File: config.mk
export PLATFORM = sky130hd
export DESIGN_NAME = sprite_line_fetch
export DESIGN_NICKNAME = d
export VERILOG_FILES = /design/src/rtl/sprite_pkg.sv /design/src/rtl/sprite_bitmap_rom.sv /design/src/rtl/sprite_line_fetch.sv
export SDC_FILE = /design/constraint.sdc
export NUM_CORES = 1
export LEC_CHECK = 0
export CORE_MARGIN = 8
export CORE_UTILIZATION = 43
export DETAILED_ROUTE_END_ITERATION = 10
export PLACE_DENSITY_LB_ADDON = 0.25
export SLEW_MARGIN = 20
export SYNTH_ARGS = -nofsm -noshare
export SYNTH_HDL_FRONTEND = slang
export SYNTH_SLANG_ARGS = --single-unit
File: constraint.sdc
create_clock -name clk -period 3.3 [get_ports clk]
set_input_delay 0.825 -clock clk [delete_from_list [all_inputs] [get_ports clk]]
set_output_delay 0.825 -clock clk [all_outputs]
set_load 0.03 [all_outputs]
File: src/rtl/sprite_pkg.sv
// Shared definitions for the sprite line fetcher: orientation codes, FSM
// state encoding and the stored sprite bitmaps (active low, bit c = column c).
package sprite_pkg;

  localparam logic [1:0] UP     = 2'd0;
  localparam logic [1:0] RIGHT  = 2'd1;
  localparam logic [1:0] DOWN   = 2'd2;
  localparam logic [1:0] LEFT   = 2'd3;
  localparam int         MIRROR = 2;

  typedef enum logic [1:0] {
    IDLE   = 2'd0,
    DIRECT = 2'd1,
    GATHER = 2'd2,
    HOLD   = 2'd3
  } fetch_state_e;

  localparam int TBL_SPRITES = 9;

  localparam logic [7:0] SPRITE_TBL_8 [TBL_SPRITES][8] = '{
    '{8'hC3, 8'h99, 8'h3C, 8'h66, 8'h7E, 8'h3C, 8'h99, 8'hC3},
    '{8'hEF, 8'hCF, 8'h87, 8'h03, 8'h87, 8'hCF, 8'hC7, 8'hEF},
    '{8'hFF, 8'hE7, 8'hB0, 8'hC3, 8'h81, 8'h18, 8'h7E, 8'hFF},
    '{8'h00, 8'h00, 8'h00, 8'h00, 8'h00, 8'h00, 8'h00, 8'h00},
    '{8'hFE, 8'hFD, 8'hFB, 8'hF7, 8'hEF, 8'hDF, 8'hBF, 8'h7F},
    '{8'h00, 8'hFF, 8'hFF, 8'hFF, 8'hFF, 8'hFF, 8'hFF, 8'hFF},
    '{8'hFE, 8'hFE, 8'hFE, 8'hFE, 8'hFE, 8'hFE, 8'hFE, 8'hFE},
    '{8'hAA, 8'hAA, 8'hAA, 8'hAA, 8'hAA, 8'hAA, 8'hAA, 8'hAA},
    '{8'h55, 8'hAA, 8'h55, 8'hAA, 8'h55, 8'hAA, 8'h55, 8'hAA}
  };

  localparam logic [15:0] SPRITE_TBL_16 [TBL_SPRITES][16] = '{
    '{16'hF00F, 16'hE007, 16'hC3C3, 16'h8FF1, 16'h9E79, 16'h9E79, 16'h8FF1, 16'h8001,
      16'h8001, 16'h8FF1, 16'h9E79, 16'h9E79, 16'h8FF1, 16'hC3C3, 16'hE007, 16'hF00F},
    '{16'hFFFE, 16'hFFFD, 16'hFFFB, 16'hFFF7, 16'hFFEF, 16'hFFDF, 16'hFFBF, 16'hFF7F,
      16'hFEFF, 16'hFDFF, 16'hFBFF, 16'hF7FF, 16'hEFFF, 16'hDFFF, 16'hBFFF, 16'h7FFF},
    '{16'hFFFF, 16'hFFFF, 16'hF00F, 16'hE007, 16'hC003, 16'h8001, 16'h8001, 16'h8001,
      16'h8001, 16'h8001, 16'h8001, 16'hC003, 16'hE007, 16'hF00F, 16'hFFFF, 16'hFFFF},
    '{16'h0000, 16'h0000, 16'h0000, 16'h0000, 16'h0000, 16'h0000, 16'h0000, 16'h0000,
      16'h0000, 16'h0000, 16'h0000, 16'h0000, 16'h0000, 16'h0000, 16'h0000, 16'h0000},
    '{16'hFF00, 16'hFF00, 16'hFF00, 16'hFF00, 16'hFF00, 16'hFF00, 16'hFF00, 16'hFF00,
      16'h00FF, 16'h00FF, 16'h00FF, 16'h00FF, 16'h00FF, 16'h00FF, 16'h00FF, 16'h00FF},
    '{16'hAAAA, 16'h5555, 16'hAAAA, 16'h5555, 16'hAAAA, 16'h5555, 16'hAAAA, 16'h5555,
      16'hAAAA, 16'h5555, 16'hAAAA, 16'h5555, 16'hAAAA, 16'h5555, 16'hAAAA, 16'h5555},
    '{16'h7FFE, 16'hBFFD, 16'hDFFB, 16'hEFF7, 16'hF7EF, 16'hFBDF, 16'hFDBF, 16'hFE7F,
      16'hFE7F, 16'hFDBF, 16'hFBDF, 16'hF7EF, 16'hEFF7, 16'hDFFB, 16'hBFFD, 16'h7FFE},
    '{16'h0000, 16'hFFFF, 16'hFFFF, 16'hFFFF, 16'hFFFF, 16'hFFFF, 16'hFFFF, 16'hFFFF,
      16'hFFFF, 16'hFFFF, 16'hFFFF, 16'hFFFF, 16'hFFFF, 16'hFFFF, 16'hFFFF, 16'hFFFF},
    '{16'hFFFE, 16'hFFFE, 16'hFFFE, 16'hFFFE, 16'hFFFE, 16'hFFFE, 16'hFFFE, 16'hFFFE,
      16'hFFFE, 16'hFFFE, 16'hFFFE, 16'hFFFE, 16'hFFFE, 16'hFFFE, 16'hFFFE, 16'hFFFE}
  };

  // RIGHT and LEFT pull one column out of every row, so they need the multi-cycle walk.
  function automatic logic needs_gather(input logic [1:0] dir);
    return (dir == RIGHT) || (dir == LEFT);
  endfunction

endpackage

File: src/rtl/sprite_bitmap_rom.sv
// Combinational sprite bitmap lookup: (sprite id, row) -> one stored row,
// all ones (blank) for unpopulated or out-of-table ids.
module sprite_bitmap_rom
  import sprite_pkg::*;
#(
  parameter int SPRITE_SIZE = 8,
  parameter int NUM_SPRITES = 9,
  parameter int ID_W        = 4,
  parameter int LINE_W      = $clog2(SPRITE_SIZE)
) (
  input  logic [ID_W-1:0]        sprite_id,
  input  logic [LINE_W-1:0]      row,
  output logic [SPRITE_SIZE-1:0] row_data
);

  logic id_ok_s;

  assign id_ok_s = (32'(sprite_id) < NUM_SPRITES) && (32'(sprite_id) < TBL_SPRITES);

  if (SPRITE_SIZE == 16) begin : g_n16
    // 16x16 table lookup
    always_comb begin
      row_data = {SPRITE_SIZE{1'b1}};
      if (id_ok_s) begin
        row_data = SPRITE_TBL_16[sprite_id][row];
      end else begin
        row_data = {SPRITE_SIZE{1'b1}};
      end
    end
  end else begin : g_n8
    // 8x8 table lookup
    always_comb begin
      row_data = {SPRITE_SIZE{1'b1}};
      if (id_ok_s) begin
        row_data = SPRITE_TBL_8[sprite_id][row];
      end else begin
        row_data = {SPRITE_SIZE{1'b1}};
      end
    end
  end

endmodule

File: src/rtl/sprite_line_fetch.sv
// Fetches one oriented/mirrored line of a sprite: UP/DOWN read a single row,
// RIGHT/LEFT gather one column bit per row over SPRITE_SIZE cycles.
module sprite_line_fetch
  import sprite_pkg::*;
#(
  parameter int  SPRITE_SIZE = 8,
  parameter int  NUM_SPRITES = 9,
  parameter int  ID_W        = 4,
  localparam int LINE_W      = $clog2(SPRITE_SIZE)
) (
  input  logic                   clk,
  input  logic                   reset,
  input  logic                   req_valid,
  output logic                   req_ready,
  input  logic [ID_W-1:0]        sprite_ID,
  input  logic [2:0]             orientation,
  input  logic [LINE_W-1:0]      line_index,
  input  logic                   flush,
  output logic                   out_valid,
  input  logic                   out_ready,
  output logic [SPRITE_SIZE-1:0] out_data
);

  localparam logic [LINE_W-1:0] LAST = LINE_W'(SPRITE_SIZE - 1);

  fetch_state_e           state_q, state_d;
  logic [ID_W-1:0]        id_q, id_d;
  logic [2:0]             orient_q, orient_d;
  logic [LINE_W-1:0]      line_q, line_d;
  logic [LINE_W-1:0]      cnt_q, cnt_d;
  logic [SPRITE_SIZE-1:0] acc_q, acc_d;
  logic [SPRITE_SIZE-1:0] data_q, data_d;
  logic                   valid_q, valid_d;

  logic [LINE_W-1:0]      rom_row_s, col_s, base_s, tgt_s;
  logic [SPRITE_SIZE-1:0] rom_data_s, direct_s;

  // ROM address: the requested (or vertically flipped) row in DIRECT, the walk counter otherwise
  always_comb begin
    rom_row_s = cnt_q;
    if (state_q == DIRECT) begin
      if (orient_q[1:0] == DOWN) begin
        rom_row_s = LAST - line_q;
      end else begin
        rom_row_s = line_q;
      end
    end else begin
      rom_row_s = cnt_q;
    end
  end

  sprite_bitmap_rom #(
    .SPRITE_SIZE (SPRITE_SIZE),
    .NUM_SPRITES (NUM_SPRITES),
    .ID_W        (ID_W),
    .LINE_W      (LINE_W)
  ) u_rom (
    .sprite_id (id_q),
    .row       (rom_row_s),
    .row_data  (rom_data_s)
  );

  // Row-based line with optional horizontal mirror
  always_comb begin
    direct_s = rom_data_s;
    for (int j = 0; j < SPRITE_SIZE; j++) begin
      if (orient_q[MIRROR]) begin
        direct_s[j] = rom_data_s[SPRITE_SIZE-1-j];
      end else begin
        direct_s[j] = rom_data_s[j];
      end
    end
  end

  // Column gather: source column is N-1-line; the destination bit folds in LEFT's reversal and the mirror
  always_comb begin
    col_s = LAST - line_q;
    if (orient_q[1:0] == RIGHT) begin
      base_s = cnt_q;
    end else begin
      base_s = LAST - cnt_q;
    end
    if (orient_q[MIRROR]) begin
      tgt_s = LAST - base_s;
    end else begin
      tgt_s = base_s;
    end
  end

  // Next-state logic; flush overrides acceptance and completion
  always_comb begin
    state_d  = state_q;
    id_d     = id_q;
    orient_d = orient_q;
    line_d   = line_q;
    cnt_d    = cnt_q;
    acc_d    = acc_q;
    data_d   = data_q;
    valid_d  = valid_q;
    if (flush) begin
      state_d = IDLE;
      valid_d = 1'b0;
      cnt_d   = {LINE_W{1'b0}};
    end else begin
      case (state_q)
        IDLE: begin
          if (req_valid) begin
            id_d     = sprite_ID;
            orient_d = orientation;
            line_d   = line_index;
            cnt_d    = {LINE_W{1'b0}};
            acc_d    = {SPRITE_SIZE{1'b1}};
            if (needs_gather(orientation[1:0])) begin
              state_d = GATHER;
            end else begin
              state_d = DIRECT;
            end
          end else begin
            state_d = IDLE;
          end
        end
        DIRECT: begin
          data_d  = direct_s;
          valid_d = 1'b1;
          state_d = HOLD;
        end
        GATHER: begin
          acc_d[tgt_s] = rom_data_s[col_s];
          if (cnt_q == LAST) begin
            data_d  = acc_d;
            valid_d = 1'b1;
            cnt_d   = {LINE_W{1'b0}};
            state_d = HOLD;
          end else begin
            cnt_d   = cnt_q + LINE_W'(1);
            state_d = GATHER;
          end
        end
        HOLD: begin
          if (out_ready) begin
            valid_d = 1'b0;
            state_d = IDLE;
          end else begin
            state_d = HOLD;
          end
        end
        default: begin
          valid_d = 1'b0;
          state_d = IDLE;
        end
      endcase
    end
  end

  // State and output registers
  always_ff @(posedge clk or negedge reset) begin
    if (!reset) begin
      state_q  <= IDLE;
      id_q     <= {ID_W{1'b0}};
      orient_q <= 3'b000;
      line_q   <= {LINE_W{1'b0}};
      cnt_q    <= {LINE_W{1'b0}};
      acc_q    <= {SPRITE_SIZE{1'b1}};
      data_q   <= {SPRITE_SIZE{1'b1}};
      valid_q  <= 1'b0;
    end else begin
      state_q  <= state_d;
      id_q     <= id_d;
      orient_q <= orient_d;
      line_q   <= line_d;
      cnt_q    <= cnt_d;
      acc_q    <= acc_d;
      data_q   <= data_d;
      valid_q  <= valid_d;
    end
  end

  assign req_ready = (state_q == IDLE);
  assign out_valid = valid_q;
  assign out_data  = data_q;

endmodule
Word level (Yosys, flattened, before mapping)
Memories as Yosys holds them, arrays and structs flattened.
Index checks and enable logic that the tools add are counted.
Operators by class
  add/sub/neg operators: 4
  multipliers: 0
  divide/modulo/power cells: 0
  order comparisons: 6
  equal/unequal tests: 13
  shift operators: 0
  muxes and demuxes: 41
  bitwise gates (word level): 3
  reductions and logical operators: 12
Operators with widths (number)
  $mux 64: 2
  $mux 8: 5
  $pmux 8 s2: 2
  $bmux 8 s3: 1
  $mux 3: 7
  $mux 1: 14
  $reduce_and 3->1: 4
  $sub 3x3->3 const A: 3
  $bwmux 8: 1
  $eq 2x2->1 const B: 4
  $lt 3x4->1 const B: 2
  $mux 2: 4
  $pmux 2 s4: 1
  $eq 2x1->1 const B: 3
  $ne 3x3->1 const B: 2
  $pmux 3 s2: 1
  $ge 5x5->1 const B: 1
  $not 4->5: 1
  $ge 4x4->1 const B: 1
  $lt 4x4->1 const B: 1
  $ne 2x2->1 const B: 2
  $not 3->4: 1
  $reduce_bool 2->1: 2
  $reduce_bool 4->1: 1
  13 further kinds: 13
Storage, ports and cells
  register bits: 32
  bits in latches: 0
  memory bits (writable): 0
  bits in read-only memories: 1024
  input port bits: 15
  word-level logic and storage cells: 88
  memories kept: 1
Memory list
  (name not given): words 16, width 64, rd ports 1, clocked after memory_dff 0, wr ports 0, RTL line sprite_bitmap_rom.sv:35  | row_data = SPRITE_TBL_8[sprite_id][row];

Logic depth before layout (Yosys ltp)
Gate-level depths: netlist of run 1.
  depth after elaboration: 13
  depth in mapped cells: 14
  depth with buffers taken out: 11

Modules after synthesis
A second synthesis of run 1 with hierarchy kept.
Second synthesis, totals
  cells, all modules: 343
  area total of the unflattened synthesis: 2951.6 µm²
By module, submodules not included
  sprite_line_fetch: times used 1, cells each 184, area each 1910.6 µm², seq. area each 820.8 µm²
  sprite_bitmap_rom: times used 1, cells each 159, area each 1041.0 µm², seq. area each 0.0 µm²

Worst setup path before layout of run 1
OpenSTA, ideal clock, no wires.
  path type: register to register
  start point: register id_q[1]
  end point: register data_q[7], in the netlist out_data[7]
  data arrival time: 2.879 ns
  data required time: 3.216 ns
  path slack: 0.337 ns
  cell stages (with the launch flop): 15
  path buffers: 3
  period minus slack after synthesis: 2.963 ns
  cell sequence: dfrtp_1 > clkbuf_1 > inv_1 > ha_1 > clkbuf_1 > nand2b_1 > o21ai_0 > a21boi_1 > o311ai_0 > a221oi_1 > o31ai_2 > a211oi_2 > nand3_2 > buf_6 > a41oi_1
Between the ends
  word-level cells in the longest chain between the ends: 13
  elaborated cells on any way between the ends: 15
Ends and longest elaborated chain
  start, declared: RTL line sprite_line_fetch.sv:27  | logic [ID_W-1:0] id_q, id_d;
  start signal, assigned: RTL line sprite_line_fetch.sv:159  | id_q <= {ID_W{1'b0}};
  start signal, assigned: RTL line sprite_line_fetch.sv:168  | id_q <= id_d;
  $not 4->5 (implied by the code): RTL line sprite_bitmap_rom.sv:35
  $mem_v2 16x64
  $mux 64 (implied by the code) (2 in a row): RTL line sprite_bitmap_rom.sv:35
  $bmux 8 s3: RTL line sprite_bitmap_rom.sv:35
  $mux 8 (implied by the code) (2 in a row): RTL line sprite_bitmap_rom.sv:35
  $mux 8 (*): RTL line sprite_bitmap_rom.sv:34  | if (id_ok_s) begin
  $bmux 1 s3: RTL line sprite_line_fetch.sv:128  | acc_d[tgt_s] = rom_data_s[col_s];
  $mux 1 (implied by the code): RTL line sprite_line_fetch.sv:128
  $bwmux 8: RTL line sprite_line_fetch.sv:128
  $mux 8: RTL line sprite_line_fetch.sv:129  | if (cnt_q == LAST) begin
  $pmux 8 s2 (*): RTL line sprite_line_fetch.sv:105  | case (state_q)
  end signal, assigned: RTL line sprite_line_fetch.sv:164  | data_q <= {SPRITE_SIZE{1'b1}};
  end signal, assigned: RTL line sprite_line_fetch.sv:173  | data_q <= data_d;
  end, declared: RTL line sprite_line_fetch.sv:32  | logic [SPRITE_SIZE-1:0] data_q, data_d;
Mark *: on every way between the ends. The rest lies on a longest branch, timed or not. The select of a mux whose other input is x is not followed.
A chain may end at the register's enable or synchronous reset.

Worst setup path after layout of run 1
  start point: register id_q[0]
  end point: register data_q[6], in the netlist out_data[6]
Same word-level chain as after synthesis.

==> flow_summary.ini, run 1 <==
[worst_setup_path]
critical-path-max-stage-delay_ns = 0.49
endpoint_arrival_time_on_the_critical_path_ns = 3.27
reg2reg_setup_slack_ns = 0.24
r2r.worst_path.cells = 11
setup.worst_path.class = reg -> reg
critPathRequiredTime_ns = 3.51
startpoint = id_q[0]
timing.rr.start = id_q[0]
worstPathCellList = inv_1, ha_2, nand2b_1, o21ai_0, a221o_1, a211oi_2, o32ai_2, nor2_1, o221ai_1, nand3_4, a41oi_1
path_max_fanout = 12
cpMaxStageDelayCell = dfrtp_1
worst_setup_path_end_kind = flip-flop
worstSetupStartpointType = flip-flop
crit-reg2reg-capture = out_data[6]

[yosys]
mappedNetlistNets = 437
synthDominantAreaCellType = dfstp_2
syn-mean-instance-area_sq_um = 8.27
synthArstFlopShare_pct = 100
netlist_instances = 413
synth_enable_flop_cells = 0
ys_types = 84
synthTopCellsByArea = dfstp_2, dfrtp_1, nand2_1
netlist.area_leader.share_pct = 12.3
cell_area_after_synthesis_sq_um = 3410
post-synth-top-count-cell = nand2_1
synth-warning-count = 0
synth-main-ff-cell = dfstp_2
synth.cells.most_frequent = nand2_1, nor2_1, a21oi_1
ys_seq_area_share_pct = 24.0
ys_seq_elements = 32

[detailed_routing]
number_of_iterations_in_the_first_detailed_routing_pass = 7
route.antenna.remaining_nets = 0
num_vias = 3408
initialDrtViolationCount = 272
route.detailed.vias_per_inst = 6.42
routed_wirelength_mm = 10.3
post-route-drc-count = 0
avgRoutedWirePerCell_microns = 19.4

[cells_and_area]
number_of_fill_cells_in_the_layout = 740
drive_above_1_share_pct = 19.8
area_growth_syn_to_layout_pct = 12.1
utilization_pct = 49.5
final_nets = 452
insertedDiodeCount = 0

[run_status]
status = finished, final reports clean

[grt]
number_of_global_route_vias_before_repair = 3313
overflow = 0
grt_antenna_before_repair = 0
first_pass_grt_wire_length_mm = 17.0
largest_net_degree_at_the_start_of_global_routing = 33
global_route_usage_sum_pct = 18.6

[die]
die_y_microns = 105
die_area_sq_um = 11000
core_sq_um = 7730
io_pins = 25
floorplan_row_count = 32
starting_density_of_the_core_pct = 44.2
die_x_microns = 105

[min_path]
hold_path_end = acc_q[1]
hp-start = acc_q[1]
hold_class = reg -> reg
whs_path_depth = 2

[power]
power.share.combinational_pct = 60.7
p_per_area_nw_per_um2 = 649
power.internal_mw = 1.29
switching_share_of_power_pct = 47.9
ir_drop_uv = 374
clock_power_share_pct = 13.9
total_power_mw = 2.48
total_leakage_power_nw = 1.45
power_frac_seq_pct = 25.4
switchingPower_mw = 1.19

[clocking]
path_clk_slew_ns = 0.07
numCtsBuffers = 5
cts-root-buf = clkbuf_8
clk_latency_ns = 0.29
maximum_clock_path_buffer_count = 2
post-cts-setup-buffer-count = 0
clock_sinks = 32
cts_tree = yes
h_tree_lvls = 2

[timing]
final_period_minus_worst_setup_slack_ns = 3.06
timing.final.setup_violations = 0
finalCritPeriodShare_pct = 92.7
finalHoldViolCount = 0
rsz0062_at_grt = no
worst_hold_slack_ns = 0.468
slew-limit-headroom_pct = 53.2
worst-slew-pin-transition_ns = 0.700
timing.clock.skew_ns = 0.00500
finalSetupTns_ns = 0
timing_max_transition_violations_final = 0
achievable-frequency_mhz = 327

[placement]
routabilityCongestion = 0.990
portBuffers = 24
dp.final_hpwl_mm = 7.60

[run]
maxCapViolations = 0
logic make-up after synthesis:
logic type,Yosys count,share of synthesized area [%]
compound gates,161,36.1
simple gates,139,20.4
buf+inv,53,8.46
flops,32,24.0
mux,13,3.99
fa+ha+maj,9,3.30
xor+xnor,6,3.74
critical path, delay by kind of cell, from the launching register on:
kind            cells  cell delay (ns)
simple gates        3             0.41
buf+inv             1             0.15
compound gates      6             1.47
flops               1             0.49
fa+ha+maj           1             0.45
power groups by stage:
stage / Combinational [mW] / Clock (mW) / Sequential (mW)
2_1_floorplan: 1.02 / 0 / 0.691
3_3_place_gp: 1.46 / 0 / 0.626
3_5_place_dp: 1.46 / 0 / 0.636
4_1_cts: 1.47 / 0.346 / 0.630
5_1_grt: 1.62 / 0.367 / 0.648
6_report: 1.51 / 0.346 / 0.630
how the worst max path moves through the flow:
stage / slack, ns / to / cells after the start
floorplan: 0.34 / out_data[7] / 14
global placement: 0.32 / out_data[4] / 11
detailed placement: 0.24 / out_data[6] / 11
CTS: 0.21 / out_data[6] / 11
global route: 0.03 / out_data[1] / 11
finish: 0.24 / out_data[6] / 11
state kept, by name, indices dropped and copies added (netlist names):
| signal | cells |
|---|---|
| cnt_q | 3 |
| out_valid | 1 |
| orient_q | 3 |
| state_q | 2 |
| acc_q | 8 |
| line_q | 3 |
| out_data | 8 |
| id_q | 4 |
stage by stage:
step / area (sq um) / worst slack [ns] / instances
after floorplan: 3410 / 0.337 / 413
after global placement: 3710 / 0.321 / 523
after detailed placement: 3710 / 0.237 / 523
after CTS: 3810 / 0.209 / 531
after global routing: 3830 / 0.0289 / 531
final: 3830 / 0.241 / 531
routing by layer:
metal	share of wire, %	vias up	track usage (%)
met1	43	1587	23.6
met3	7.6	39	3.26
li1	-	1594	-
met4	3.8	0	9.28
met5	0	-	0
met2	46	188	29.5
cell type report:
class	instances	area, sq um	area share [%]
Clock buffer	8	100	2.61
Inverter	18	67.6	1.76
Multi-Input combinational cell	328	2330	60.8
Sequential cell	32	822	21.5
Tap cell	102	128	3.33
Timing Repair Buffer	43	383	10.0
cell usage in the layout (no fill, tap or decap), types with 7 or more instances in the layout:
cell,Yosys,final
a211oi_1,7,7
a21oi_1,27,27
a31oi_1,11,11
buf_4,3,19
clkbuf_8,0,7
clkdlybuf4s50_1,0,24
dfrtp_1,16,15
dfstp_2,16,16
ha_1,9,8
inv_1,16,16
mux2i_1,8,8
nand2_1,41,41
nand2b_1,7,7
nand3_1,9,9
nor2_1,31,31
nor3_1,19,19
o211ai_1,13,13
o21ai_0,25,25
o22ai_1,7,7
timing repair:
| item | CTS | global route |
|---|---|---|
| resized for setup | 0 | 5 |
| endpoints found under the setup margin | 0 | 16 |
| hold buffers | 0 | 0 |
Power figures use the tool's default switching activity.
==> run 2, diff against run 1 <==
--- a/config.mk
+++ b/config.mk
@@ -8,6 +8,7 @@
 export CORE_MARGIN = 8
 export CORE_UTILIZATION = 43
 export DETAILED_ROUTE_END_ITERATION = 10
+export MAX_ROUTING_LAYER = met4
 export PLACE_DENSITY_LB_ADDON = 0.25
 export SLEW_MARGIN = 20
 export SYNTH_ARGS = -nofsm -noshare
==> constraint.sdc (replaced) <==
create_clock -name clk -period 3.4 [get_ports clk]
set_input_delay 0.85 -clock clk [delete_from_list [all_inputs] [get_ports clk]]
set_output_delay 0.85 -clock clk [all_outputs]
set_load 0.03 [all_outputs]
==> run 2 against run 1 <==
Compared with the run above: power down 3.6%; cell area about the same; core utilization about the same; global-route usage up 0.26 points; worst hold slack worse by 0.0032 ns; critical path type unchanged; critical endpoint unchanged.
==> flow_summary.ini, run 2 (synthesis results as in run 1) <==
[die]
die_x_microns = 105
die_y_microns = 105
core_sq_um = 7730
io_pins = 25
die_area_sq_um = 11000
starting_density_of_the_core_pct = 44.2
floorplan_row_count = 32

[timing]
worst_hold_slack_ns = 0.465
final_period_minus_worst_setup_slack_ns = 3.09
timing_max_transition_violations_final = 0
worst-slew-pin-transition_ns = 0.694
final_critical_path_setup_slack_ns = 0.312
finalHoldViolCount = 0
slew-limit-headroom_pct = 53.6
timing.final.setup_violations = 0
finalSetupTns_ns = 0
timing.clock.skew_ns = 0.00364
rsz0062_at_grt = no
finalCritPeriodShare_pct = 90.8
achievable-frequency_mhz = 324

[worst_setup_path]
worstSetupStartpointType = flip-flop
crit-reg2reg-capture = out_data[6]
worst_setup_path_end_kind = flip-flop
path_max_fanout = 20
timing.rr.start = state_q[1]
setup.worst_path.class = reg -> reg
reg2reg_setup_slack_ns = 0.31
critPathRequiredTime_ns = 3.61
endpoint_arrival_time_on_the_critical_path_ns = 3.29
r2r.worst_path.cells = 11

[power]
power.share.combinational_pct = 61.2
clock_power_share_pct = 13.9
switchingPower_mw = 1.15
switching_share_of_power_pct = 47.9
total_power_mw = 2.40
total_leakage_power_nw = 1.45
power_frac_seq_pct = 24.9
p_per_area_nw_per_um2 = 626
ir_drop_uv = 379
power.internal_mw = 1.25

[cells_and_area]
area_growth_syn_to_layout_pct = 12.0
final_cell_mix = nand2_1, nor2_1, a21oi_1, o21ai_0, clkdlybuf4s50_1
final_nets = 452
final_common_cell = nand2_1
utilization_pct = 49.5
number_of_fill_cells_in_the_layout = 738
insertedDiodeCount = 0
drive_above_1_share_pct = 19.3

[clocking]
numCtsBuffers = 5
clock_sinks = 32
hold_buffers = 0
maximum_clock_path_buffer_count = 2
path_clk_slew_ns = 0.07
cts_tree = yes
clk_latency_ns = 0.29
cts-root-buf = clkbuf_8
h_tree_lvls = 2

[detailed_routing]
route.met3.wl_microns = 684
post-route-drc-count = 0
num_vias = 3408
route.antenna.remaining_nets = 0
route.top_layer_used = met4
route.layer.met1.wl_mm = 4.40
avgRoutedWirePerCell_microns = 19.3
initialDrtViolationCount = 267
met2RoutedLength_mm = 4.91
routed_wirelength_mm = 10.3
route.detailed.vias_per_inst = 6.42
number_of_iterations_in_the_first_detailed_routing_pass = 5

[placement]
portBuffers = 24
dp.final_hpwl_mm = 7.51
routabilityCongestion = 0.966
preCtsSetupSlack_ns = 0.336

[run_status]
status = finished, final reports clean

[min_path]
hold_path_end = acc_q[0]
whs_path_depth = 2
hp-start = acc_q[0]
hold_class = reg -> reg

[grt]
overflow = 0
number_of_global_route_vias_before_repair = 3330
grt_antenna_before_repair = 0
largest_net_degree_at_the_start_of_global_routing = 33
first_pass_grt_wire_length_mm = 16.9
global_route_usage_sum_pct = 18.8

[run]
maxCapViolations = 0
==> run 2: cell types whose count changed in the layout (fill, tap and decap cells not counted) <==
cell       previous run  this run
a2111oi_0             2         3
nand3_2               0         1
a221oi_2              2         1
buf_12                0         1
a221oi_1              2         3
dfrtp_2               1         0
a2111oi_1             1         0
buf_4                19        18
dfrtp_1              15        16
nand3_4               1         0
==> run 2: layout make-up <==
class	count	area [sq um]	area share [%]
multi-input cells	328	2310	60.5
repair buffers	43	395	10.3
clock buffers	8	100	2.62
well taps	102	128	3.34
flip-flops and latches	32	821	21.5
inverters	18	67.6	1.77
==> run 2: worst max-delay path by stage <==
stage | end | from | slack (ns) | cells after the start
6_report | out_data[6] | state_q[1] | 0.31 | 11
5_1_grt | out_data[1] | id_q[0] | 0.02 | 11
4_1_cts | out_data[6] | id_q[0] | 0.31 | 11
3_5_place_dp | out_data[6] | id_q[0] | 0.34 | 11
3_3_place_gp | out_data[0] | state_q[1] | 0.40 | 10
2_1_floorplan | out_data[7] | id_q[1] | 0.44 | 14
==> run 2: metal layers <==
layer | vias to the layer above | track usage (%)
met4 | 0 | 8.26
li1 | 1592 | -
met2 | 148 | 30.3
met1 | 1634 | 22.6
met5 | - | -
met3 | 34 | 3.13
==> run 2: timing repair <==
| item | CTS | global route |
|---|---|---|
| setup endpoints to repair | 0 | 7 |
| setup buffers | 0 | 0 |
| hold endpoints to repair | 0 | 0 |
| resized for setup | 0 | 1 |
==> run 2: critical path: stages (launching register included) <==
cell,delay (ns)
dfrtp_1,0.53
nor2b_1,0.13
buf_12,0.18
nor2_1,0.21
buf_4,0.18
a211oi_1,0.06
o311a_1,0.38
o32ai_2,0.40
nor2_1,0.08
o221ai_1,0.25
nand3_2,0.30
a41oi_1,0.29
==> run 2: per-stage QoR <==
stage,instances,instance area (sq um)
finish,531,3820
detailed placement,523,3720
floorplan,413,3410
global placement,523,3720
global route,531,3820
CTS,531,3820
==> run 2: power groups by stage <==
stage	logic, mW	clock network [mW]	registers [mW]
floorplan	0.993	0	0.671
global placement	1.44	0	0.597
detailed placement	1.43	0	0.602
CTS	1.44	0.342	0.597
global route	1.57	0.356	0.613
finish	1.47	0.334	0.596
